<file path="config.mk">
export PLATFORM = sky130hd
export DESIGN_NAME = instr_encoder
export DESIGN_NICKNAME = d
export VERILOG_FILES = /design/src/rtl/instr_encoder.sv
export SDC_FILE = /design/constraint.sdc
export NUM_CORES = 1
export LEC_CHECK = 0
export ABC_CLOCK_PERIOD_IN_PS = 6000
export CORE_UTILIZATION = 54
export DETAILED_ROUTE_END_ITERATION = 10
export GPL_ROUTABILITY_DRIVEN = 0
export PLACE_DENSITY_LB_ADDON = 0.08
export REMOVE_ABC_BUFFERS = 1
export SLEW_MARGIN = 25
export SYNTH_ARGS = -nofsm -noshare
export SYNTH_HDL_FRONTEND = slang
export SYNTH_SLANG_ARGS = --single-unit
</file>
<file path="constraint.sdc">
create_clock -name clk_i -period 6 [get_ports clk_i]
set_clock_uncertainty 0.2 [all_clocks]
set_input_delay 0.6 -clock clk_i [delete_from_list [all_inputs] [get_ports clk_i]]
set_output_delay 0.6 -clock clk_i [all_outputs]
set_load 0.01 [all_outputs]
</file>
<file path="src/rtl/instr_encoder.sv">
// instr_encoder: two-stage RV32I instruction encoder with valid/ready handshakes.
//   S1 captures a request, range-checks the immediate and encodes the word.
//   S2 holds the word presented on the output port.
// Rejected requests (illegal op or immediate) are dropped from S1, never
// reach S2, never consume an address, and raise a one-cycle err_o pulse.
//
// Ports:
//   clk_i      clock, rising edge
//   rst_i      asynchronous active-high reset
//   valid_i    request present
//   ready_o    request accepted when valid_i & ready_o
//   op_i       0 addi, 1 srai, 2 lw, 3 sw, 4 beq, 5-7 illegal
//   rd_i       destination register
//   rs1_i      source register 1
//   rs2_i      source register 2
//   imm_i      signed immediate or shift amount
//   valid_o    instruction word present
//   ready_i    consumer accepts when valid_o & ready_i
//   instr_o    encoded RV32I word
//   addr_o     byte address of instr_o
//   err_o      one-cycle pulse per rejected request
//   err_cnt_o  rejected-request count, saturating at 255
module instr_encoder #(
    parameter logic [31:0] BASE_ADDR = 32'h0000_0000,
    parameter logic [31:0] ADDR_STEP = 32'd4
) (
    input  logic        clk_i,
    input  logic        rst_i,
    input  logic        valid_i,
    output logic        ready_o,
    input  logic [2:0]  op_i,
    input  logic [4:0]  rd_i,
    input  logic [4:0]  rs1_i,
    input  logic [4:0]  rs2_i,
    input  logic [31:0] imm_i,
    output logic        valid_o,
    input  logic        ready_i,
    output logic [31:0] instr_o,
    output logic [31:0] addr_o,
    output logic        err_o,
    output logic [7:0]  err_cnt_o
);

    localparam logic [2:0] OpAddi = 3'd0;
    localparam logic [2:0] OpSrai = 3'd1;
    localparam logic [2:0] OpLw   = 3'd2;
    localparam logic [2:0] OpSw   = 3'd3;
    localparam logic [2:0] OpBeq  = 3'd4;

    // S1 stage
    logic        s1_valid_q;
    logic        s1_legal_q;
    logic [31:0] s1_instr_q;
    // S2 stage
    logic        valid_q;
    logic [31:0] instr_q;
    logic [31:0] addr_q;
    // Address the next legal word will carry
    logic [31:0] next_addr_q;
    logic        err_q;
    logic [7:0]  err_cnt_q;

    logic        imm12_ok;
    logic        imm13_ok;
    logic        enc_legal;
    logic [31:0] enc_word;
    logic        s2_free;
    logic        s2_load;
    logic        s1_adv;
    logic        s1_drop;

    // Immediate fits a signed 12/13-bit field when the upper bits are pure sign extension.
    assign imm12_ok = (&imm_i[31:11]) | ~(|imm_i[31:11]);
    assign imm13_ok = ((&imm_i[31:12]) | ~(|imm_i[31:12])) & ~imm_i[0];

    always_comb begin
        enc_word  = 32'h0;
        enc_legal = 1'b0;
        case (op_i)
            OpAddi: begin
                enc_word  = {imm_i[11:0], rs1_i, 3'b000, rd_i, 7'b0010011};
                enc_legal = imm12_ok;
            end
            OpSrai: begin
                enc_word  = {7'b0100000, imm_i[4:0], rs1_i, 3'b101, rd_i, 7'b0010011};
                enc_legal = ~(|imm_i[31:5]);
            end
            OpLw: begin
                enc_word  = {imm_i[11:0], rs1_i, 3'b010, rd_i, 7'b0000011};
                enc_legal = imm12_ok;
            end
            OpSw: begin
                enc_word  = {imm_i[11:5], rs2_i, rs1_i, 3'b010, imm_i[4:0], 7'b0100011};
                enc_legal = imm12_ok;
            end
            OpBeq: begin
                enc_word  = {imm_i[12], imm_i[10:5], rs2_i, rs1_i, 3'b000,
                             imm_i[4:1], imm_i[11], 7'b1100011};
                enc_legal = imm13_ok;
            end
            default: begin
                enc_word  = 32'h0;
                enc_legal = 1'b0;
            end
        endcase
    end

    assign s2_free = ~valid_q | ready_i;
    assign s2_load = s1_valid_q & s1_legal_q & s2_free;
    // A rejected entry needs no room in S2, so it always leaves S1 on the next edge.
    assign s1_drop = s1_valid_q & ~s1_legal_q;
    assign s1_adv  = ~s1_valid_q | s1_drop | s2_load;
    assign ready_o = s1_adv;

    always_ff @(posedge clk_i or posedge rst_i) begin
        if (rst_i) begin
            s1_valid_q  <= 1'b0;
            s1_legal_q  <= 1'b0;
            s1_instr_q  <= 32'h0;
            valid_q     <= 1'b0;
            instr_q     <= 32'h0;
            addr_q      <= BASE_ADDR;
            next_addr_q <= BASE_ADDR;
            err_q       <= 1'b0;
            err_cnt_q   <= 8'h0;
        end else begin
            if (s1_adv) begin
                s1_valid_q <= valid_i;
                if (valid_i) begin
                    s1_legal_q <= enc_legal;
                    s1_instr_q <= enc_word;
                end
            end

            if (s2_load) begin
                valid_q     <= 1'b1;
                instr_q     <= s1_instr_q;
                addr_q      <= next_addr_q;
                next_addr_q <= next_addr_q + ADDR_STEP;
            end else if (valid_q && ready_i) begin
                valid_q <= 1'b0;
            end

            err_q <= s1_drop;
            if (s1_drop && (err_cnt_q != 8'hFF)) begin
                err_cnt_q <= err_cnt_q + 8'd1;
            end
        end
    end

    assign valid_o   = valid_q;
    assign instr_o   = instr_q;
    assign addr_o    = addr_q;
    assign err_o     = err_q;
    assign err_cnt_o = err_cnt_q;

endmodule

</file>
==> results.tsv, run 1 <==
metric	value	unit
outcome	complete, no violations	
area_growth	35.0	%
yosysWarnings	0	
initial_core_util	55.8	%
n_fill_cell	675	
htree_levels	4	
cts_sinks	128	
nets	614	
peakVddDrop	181	uV
synth_top_family_by_area	simple AND/OR/NAND/NOR gates	
cts_buffer_depth	2	
synthArstFlopShare	100	%
synth_xor_xnor_area_share	5.46	%
synth_top_flop_cell	dfrtp_1	
synth_edf_count	0	
cts_setup_buffers	0	
postRouteAntennaNets	0	
cp_max_fo	31	
rows	36	
vias	3849	
postLayoutCoreUtil	75.3	%
dpl_cell_area	0.00677	sq mm
die-area	0.0105	sq mm
drt-initial-drc-count	126	
whs	0.272	ns
dr_wl_met2	5.63	mm
r2r_setup_slack	3.30	ns
stdcell_count	704	
synthSimpleGateAreaFrac	14.3	%
tightest_slew	0.905	ns
num_antenna_cells	0	
rr_startpoint	s1_legal_q	
worstHoldPathType	reg2reg	
rsz0062_at_grt	false	
drc	0	
leakagePower	3.27	nW
fin_area	0.00736	sq mm
synthesis.area	0.00545	sq mm
drive_above_1_share	18.2	%
syn_avg_cell_area	12.6	sq um
worstHoldPathCells	2	
grt_pass1_wl	18.5	mm
arrival	3.08	ns
r2r-end	s1_instr_q[22]	
wl_per_cell	16.0	um
synthAdderAreaFrac	0.459	%
critPathKind	in2reg	
cts_root_buf	clkbuf_8	
io_buffers	124	
synth_seq_area_share	58.8	%
relSlewSlack	39.5	%
drv_cap	0	
dp_hpwl	7.60	mm
clock_latency	0.51	ns
cts_resized	0	
path_clk_slew	0.05	ns
fp.dieW	102	um
routed_wl	11.3	mm
muxShareOfSynthArea	12.8	%
power.density	293	mW/mm^2
fin_crit	2.85	ns
top_layer	met4	
grt_pass1_vias	3848	
cts_tree	yes	
startpoint_type	input pin	
rr_worst_depth	5	
drt_pass1_iterations	4	
timing.setup.tns	0	ns
grt_use_total	23.3	%
setup_viol	0	
ios	129	
critPathCaptureType	flop	
synth-compound-area-share	5.49	%
wl_met3	606	um
wl_met1	4.86	mm
required	6.24	ns
grt_max_degree	72	
hold_violations	0	
hp-start	s1_instr_q[28]	
synth_cell_type_count	49	
vias_per_cell	5.47	
fmax	0.351	GHz
post-place-cells	672	
numCtsBuffers	17	
cts_hold_buf	0	
syn-instance-count	431	
ys_seq_elements	128	
antenna_found_initial	0	
finalMaxSlewViolations	0	
die_h	102	um
overflow	0	
coreArea	0.00977	sq mm
fin_crit_sh	47.4	%
min_to	s1_instr_q[28]	
## sequential cells by signal, summed over array words and instances, names as in the netlist
signal       flops
s1_legal_q       1
instr_o         28
next_addr_q     30
s1_instr_q      28
addr_o          30
err_cnt_o        8
err_o            1
valid_o          1
s1_valid_q       1
## synth_stat cells, drive strengths merged, types with 2 or more instances
cell type	count	share of area, %
a221o	11	2.0
and2	9	1.0
and4	3	0.48
mux2	62	13
nand2	41	2.8
nor4	10	1.8
xnor2	27	4.3
dfrtp	128	59
ha	2	0.46
xor2	7	1.1
and3	7	0.80
nand2b	5	0.57
nor2b	2	0.23
clkbuf	4	0.30
inv	4	0.28
a21oi	4	0.44
nand3	21	1.9
o21ai	16	1.5
nand4	17	2.2
nor3	6	0.73
buf	18	2.0
nor2	10	0.73
## stage by stage
step           setup WS (ns)  power [mW]
5_1_grt                 3.03        2.24
4_1_cts                 3.19        2.17
3_3_place_gp            2.79        1.16
3_5_place_dp            2.66        1.16
6_report                3.15        2.16
2_1_floorplan           1.79        1.04
## how the worst max path moves through the flow
stage	start	slack (ns)	to
after floorplan	rst_i	1.79	addr_o[10]
after global routing	ready_i	3.03	s1_instr_q[9]
after global placement	ready_i	2.79	s1_instr_q[23]
after CTS	ready_i	3.19	s1_instr_q[21]
final	ready_i	3.15	s1_instr_q[22]
after detailed placement	ready_i	2.66	s1_instr_q[21]
## critical path, cell delays in order
cell	delay, ns
clkdlybuf4s50_1	0.50
nand4b_1	0.16
nand2_1	0.54
buf_4	0.44
a211oi_2	0.57
a221o_1	0.25
## kinds of logic after synthesis
group | count (synthesis)
xor+xnor | 34
mux | 62
fa+ha+maj | 2
flops | 128
other cells | 1
compound gates | 41
buf+inv | 26
simple gates | 137
## report_power, final
group	total (mW)	internal (mW)	switching (mW)	leakage (nW)
clock network	1.01	0.653	0.357	0.289
registers	0.949	0.906	0.0434	1.72
logic	0.200	0.111	0.0882	1.26
total	2.16	1.67	0.489	3.27
## cells in the final DEF (no fill, tap or decap), types with 11 or more instances in the layout
cell type / instances
dfrtp_1: 128
clkdlybuf4s50_1: 124
mux2_2: 62
nand2_1: 41
xnor2_1: 27
nand3_1: 21
nand4_1: 16
clkbuf_16: 16
o21ai_0: 15
a221o_1: 11
## metal layers
metal,vias to the layer above,GRT usage (%)
met3,16,7.11
met4,0,9.34
met2,114,37.6
met1,1923,29.2
met5,-,0
li1,1796,-
## area by class of cell
type	instances	area (sq um)	share of cell area, %
clock buffers	22	453	6.15
clock inverters	10	135	1.84
inverters	4	17.5	0.238
multi-input cells	280	2120	28.8
flip-flops and latches	128	3200	43.5
well taps	133	166	2.26
repair buffers	127	1260	17.2
Power figures use the tool's default switching activity.
==> inputs of run 2 (changes only) <==
--- a/config.mk
+++ b/config.mk
@@ -5,8 +5,8 @@
 export SDC_FILE = /design/constraint.sdc
 export NUM_CORES = 1
 export LEC_CHECK = 0
-export ABC_CLOCK_PERIOD_IN_PS = 6000
-export CORE_UTILIZATION = 54
+export ABC_CLOCK_PERIOD_IN_PS = 2300
+export CORE_UTILIZATION = 45
 export DETAILED_ROUTE_END_ITERATION = 10
 export GPL_ROUTABILITY_DRIVEN = 0
 export PLACE_DENSITY_LB_ADDON = 0.08
==> constraint.sdc (replaced) <==
create_clock -name clk_i -period 2.3 [get_ports clk_i]
set_clock_uncertainty 0.2 [all_clocks]
set_input_delay 0.23 -clock clk_i [delete_from_list [all_inputs] [get_ports clk_i]]
set_output_delay 0.23 -clock clk_i [all_outputs]
set_load 0.01 [all_outputs]
==> results.tsv, run 2 (synthesis results as in run 1) <==
metric	value	unit
wl_per_cell	15.4	um
grt_use_total	19.5	%
dp_hpwl	7.82	mm
clock_latency	0.41	ns
io_buffers	124	
combPwrFrac	9.3	%
grt_pass1_vias	3863	
vias_per_cell	5.23	
rr_worst_depth	4	
rsz0062_at_grt	false	
cts_tree	yes	
fin_crit	2.06	ns
overflow	0	
rows	39	
drt_pass1_iterations	8	
r2r-end	s1_instr_q[24]	
drive_above_1_share	20.7	%
stdcell_count	731	
vias	3824	
final_cell_mix	dfrtp_1, clkdlybuf4s50_1, mux2_2	
worstHoldPathType	in2reg	
ios	129	
grt_pass1_wl	19.0	mm
routed_wl	11.2	mm
initial_core_util	46.9	%
fin_crit_sh	89.5	%
clockPowerShare	47.7	%
numCtsBuffers	17	
power.internal	4.48	mW
drt-initial-drc-count	150	
arrival	1.63	ns
power.density	761	mW/mm^2
cp_max_fo	4	
fp.dieW	112	um
power.switching	1.28	mW
drv_cap	0	
seq_power_share	43.0	%
grt_max_degree	50	
required	1.87	ns
die-area	0.0126	sq mm
outcome	finished, violations left	
fmax	0.486	GHz
whs	0.180	ns
hold_violations	0	
rr_startpoint	s1_legal_q	
antenna_found_initial	0	
timing.setup.tns	0	ns
htree_levels	4	
drc	4	
cts_sinks	128	
swShare	22.2	%
path_clk_slew	0.05	ns
startpoint_type	flop	
cts_root_buf	clkbuf_16	
setup.worst_path.end	ready_o	
area_growth	38.9	%
tightest_slew	0.732	ns
setup_viol	0	
nets	631	
cts_buffer_depth	2	
postRouteAntennaNets	0	
critPathCaptureType	output pin	
r2r_setup_slack	0.37	ns
leakagePower	3.38	nW
critPathKind	reg2out	
post-place-cells	698	
coreArea	0.0116	sq mm
failed_checks	DRC	
critPathLaunch	s1_legal_q	
relSlewSlack	51.1	%
layout_commonest_cell	dfrtp_1	
num_antenna_cells	0	
finalMaxSlewViolations	0	
die_h	112	um
n_fill_cell	904	
peakVddDrop	535	uV
==> run 2: power groups by stage <==
stage	logic, mW	registers [mW]	clock network [mW]
after floorplan	0.214	2.51	0
after global placement	0.530	2.51	0
after detailed placement	0.542	2.51	0
after CTS	0.545	2.47	2.81
after global routing	0.589	2.49	2.92
final	0.536	2.47	2.75
==> run 2: how the worst min path moves through the flow <==
stage / startpoint / to / slack, ns / cells after the start
floorplan: op_i[2] / s1_instr_q[14] / 0.13 / 1
global placement: s1_instr_q[28] / s1_instr_q[28] / 0.26 / 2
detailed placement: s1_instr_q[29] / s1_instr_q[29] / 0.27 / 2
CTS: rs1_i[4] / s1_instr_q[19] / 0.17 / 3
global route: rs1_i[0] / s1_instr_q[15] / 0.18 / 3
finish: rs1_i[2] / s1_instr_q[17] / 0.18 / 3
==> run 2: metrics by stage <==
step | worst slack, ns | power, mW | utilization (%) | area, sq um
final | 0.241 | 5.76 | 65.2 | 7570
after global routing | 0.129 | 6.00 | 65.2 | 7570
after CTS | 0.197 | 5.83 | 65.2 | 7570
after detailed placement | 0.0368 | 3.05 | 59.8 | 6940
after global placement | 0.167 | 3.04 | 59.8 | 6940
after floorplan | -1.54 | 2.73 | - | 5340
==> run 2: what timing repair did <==
| item | 4_1_cts | 5_1_grt |
|---|---|---|
| endpoints found under the hold margin | 30 | 0 |
| setup buffers | 0 | 0 |
| gates resized for setup | 0 | 0 |
| hold buffers | 1 | 0 |
==> run 2: cell type report <==
class                   count  area [sq um]  share of cell area (%)
clock inverters            10           133                    1.75
flip-flops and latches    128          3200                    42.3
well taps                 143           179                    2.36
clock buffers              22           484                    6.40
multi-input cells         280          2120                    28.0
inverters                   4          17.5                   0.231
repair buffers            144          1430                    18.9
==> run 2: metal layers <==
metal	track usage [%]	wire length [um]	vias to the layer above
met5	0	0	-
met4	6.40	129	0
met3	7.29	598	11
met2	31.4	5380	104
met1	24.5	5130	1870
li1	-	-	1839
==> run 2: critical path: stages (launching register included) <==
cell and delay, ns:
dfrtp_1 0.41, nand4b_1 0.15, buf_4 0.14, clkdlybuf4s50_1 0.52
==> inputs of run 3 (changes only) <==
--- a/config.mk
+++ b/config.mk
@@ -8,7 +8,6 @@
 export ABC_CLOCK_PERIOD_IN_PS = 2300
 export CORE_UTILIZATION = 45
 export DETAILED_ROUTE_END_ITERATION = 10
-export GPL_ROUTABILITY_DRIVEN = 0
 export PLACE_DENSITY_LB_ADDON = 0.08
 export REMOVE_ABC_BUFFERS = 1
 export SLEW_MARGIN = 25
==> results of run 3 <==
Same layout as run 2: the final DEF is identical, and so are final timing and power.
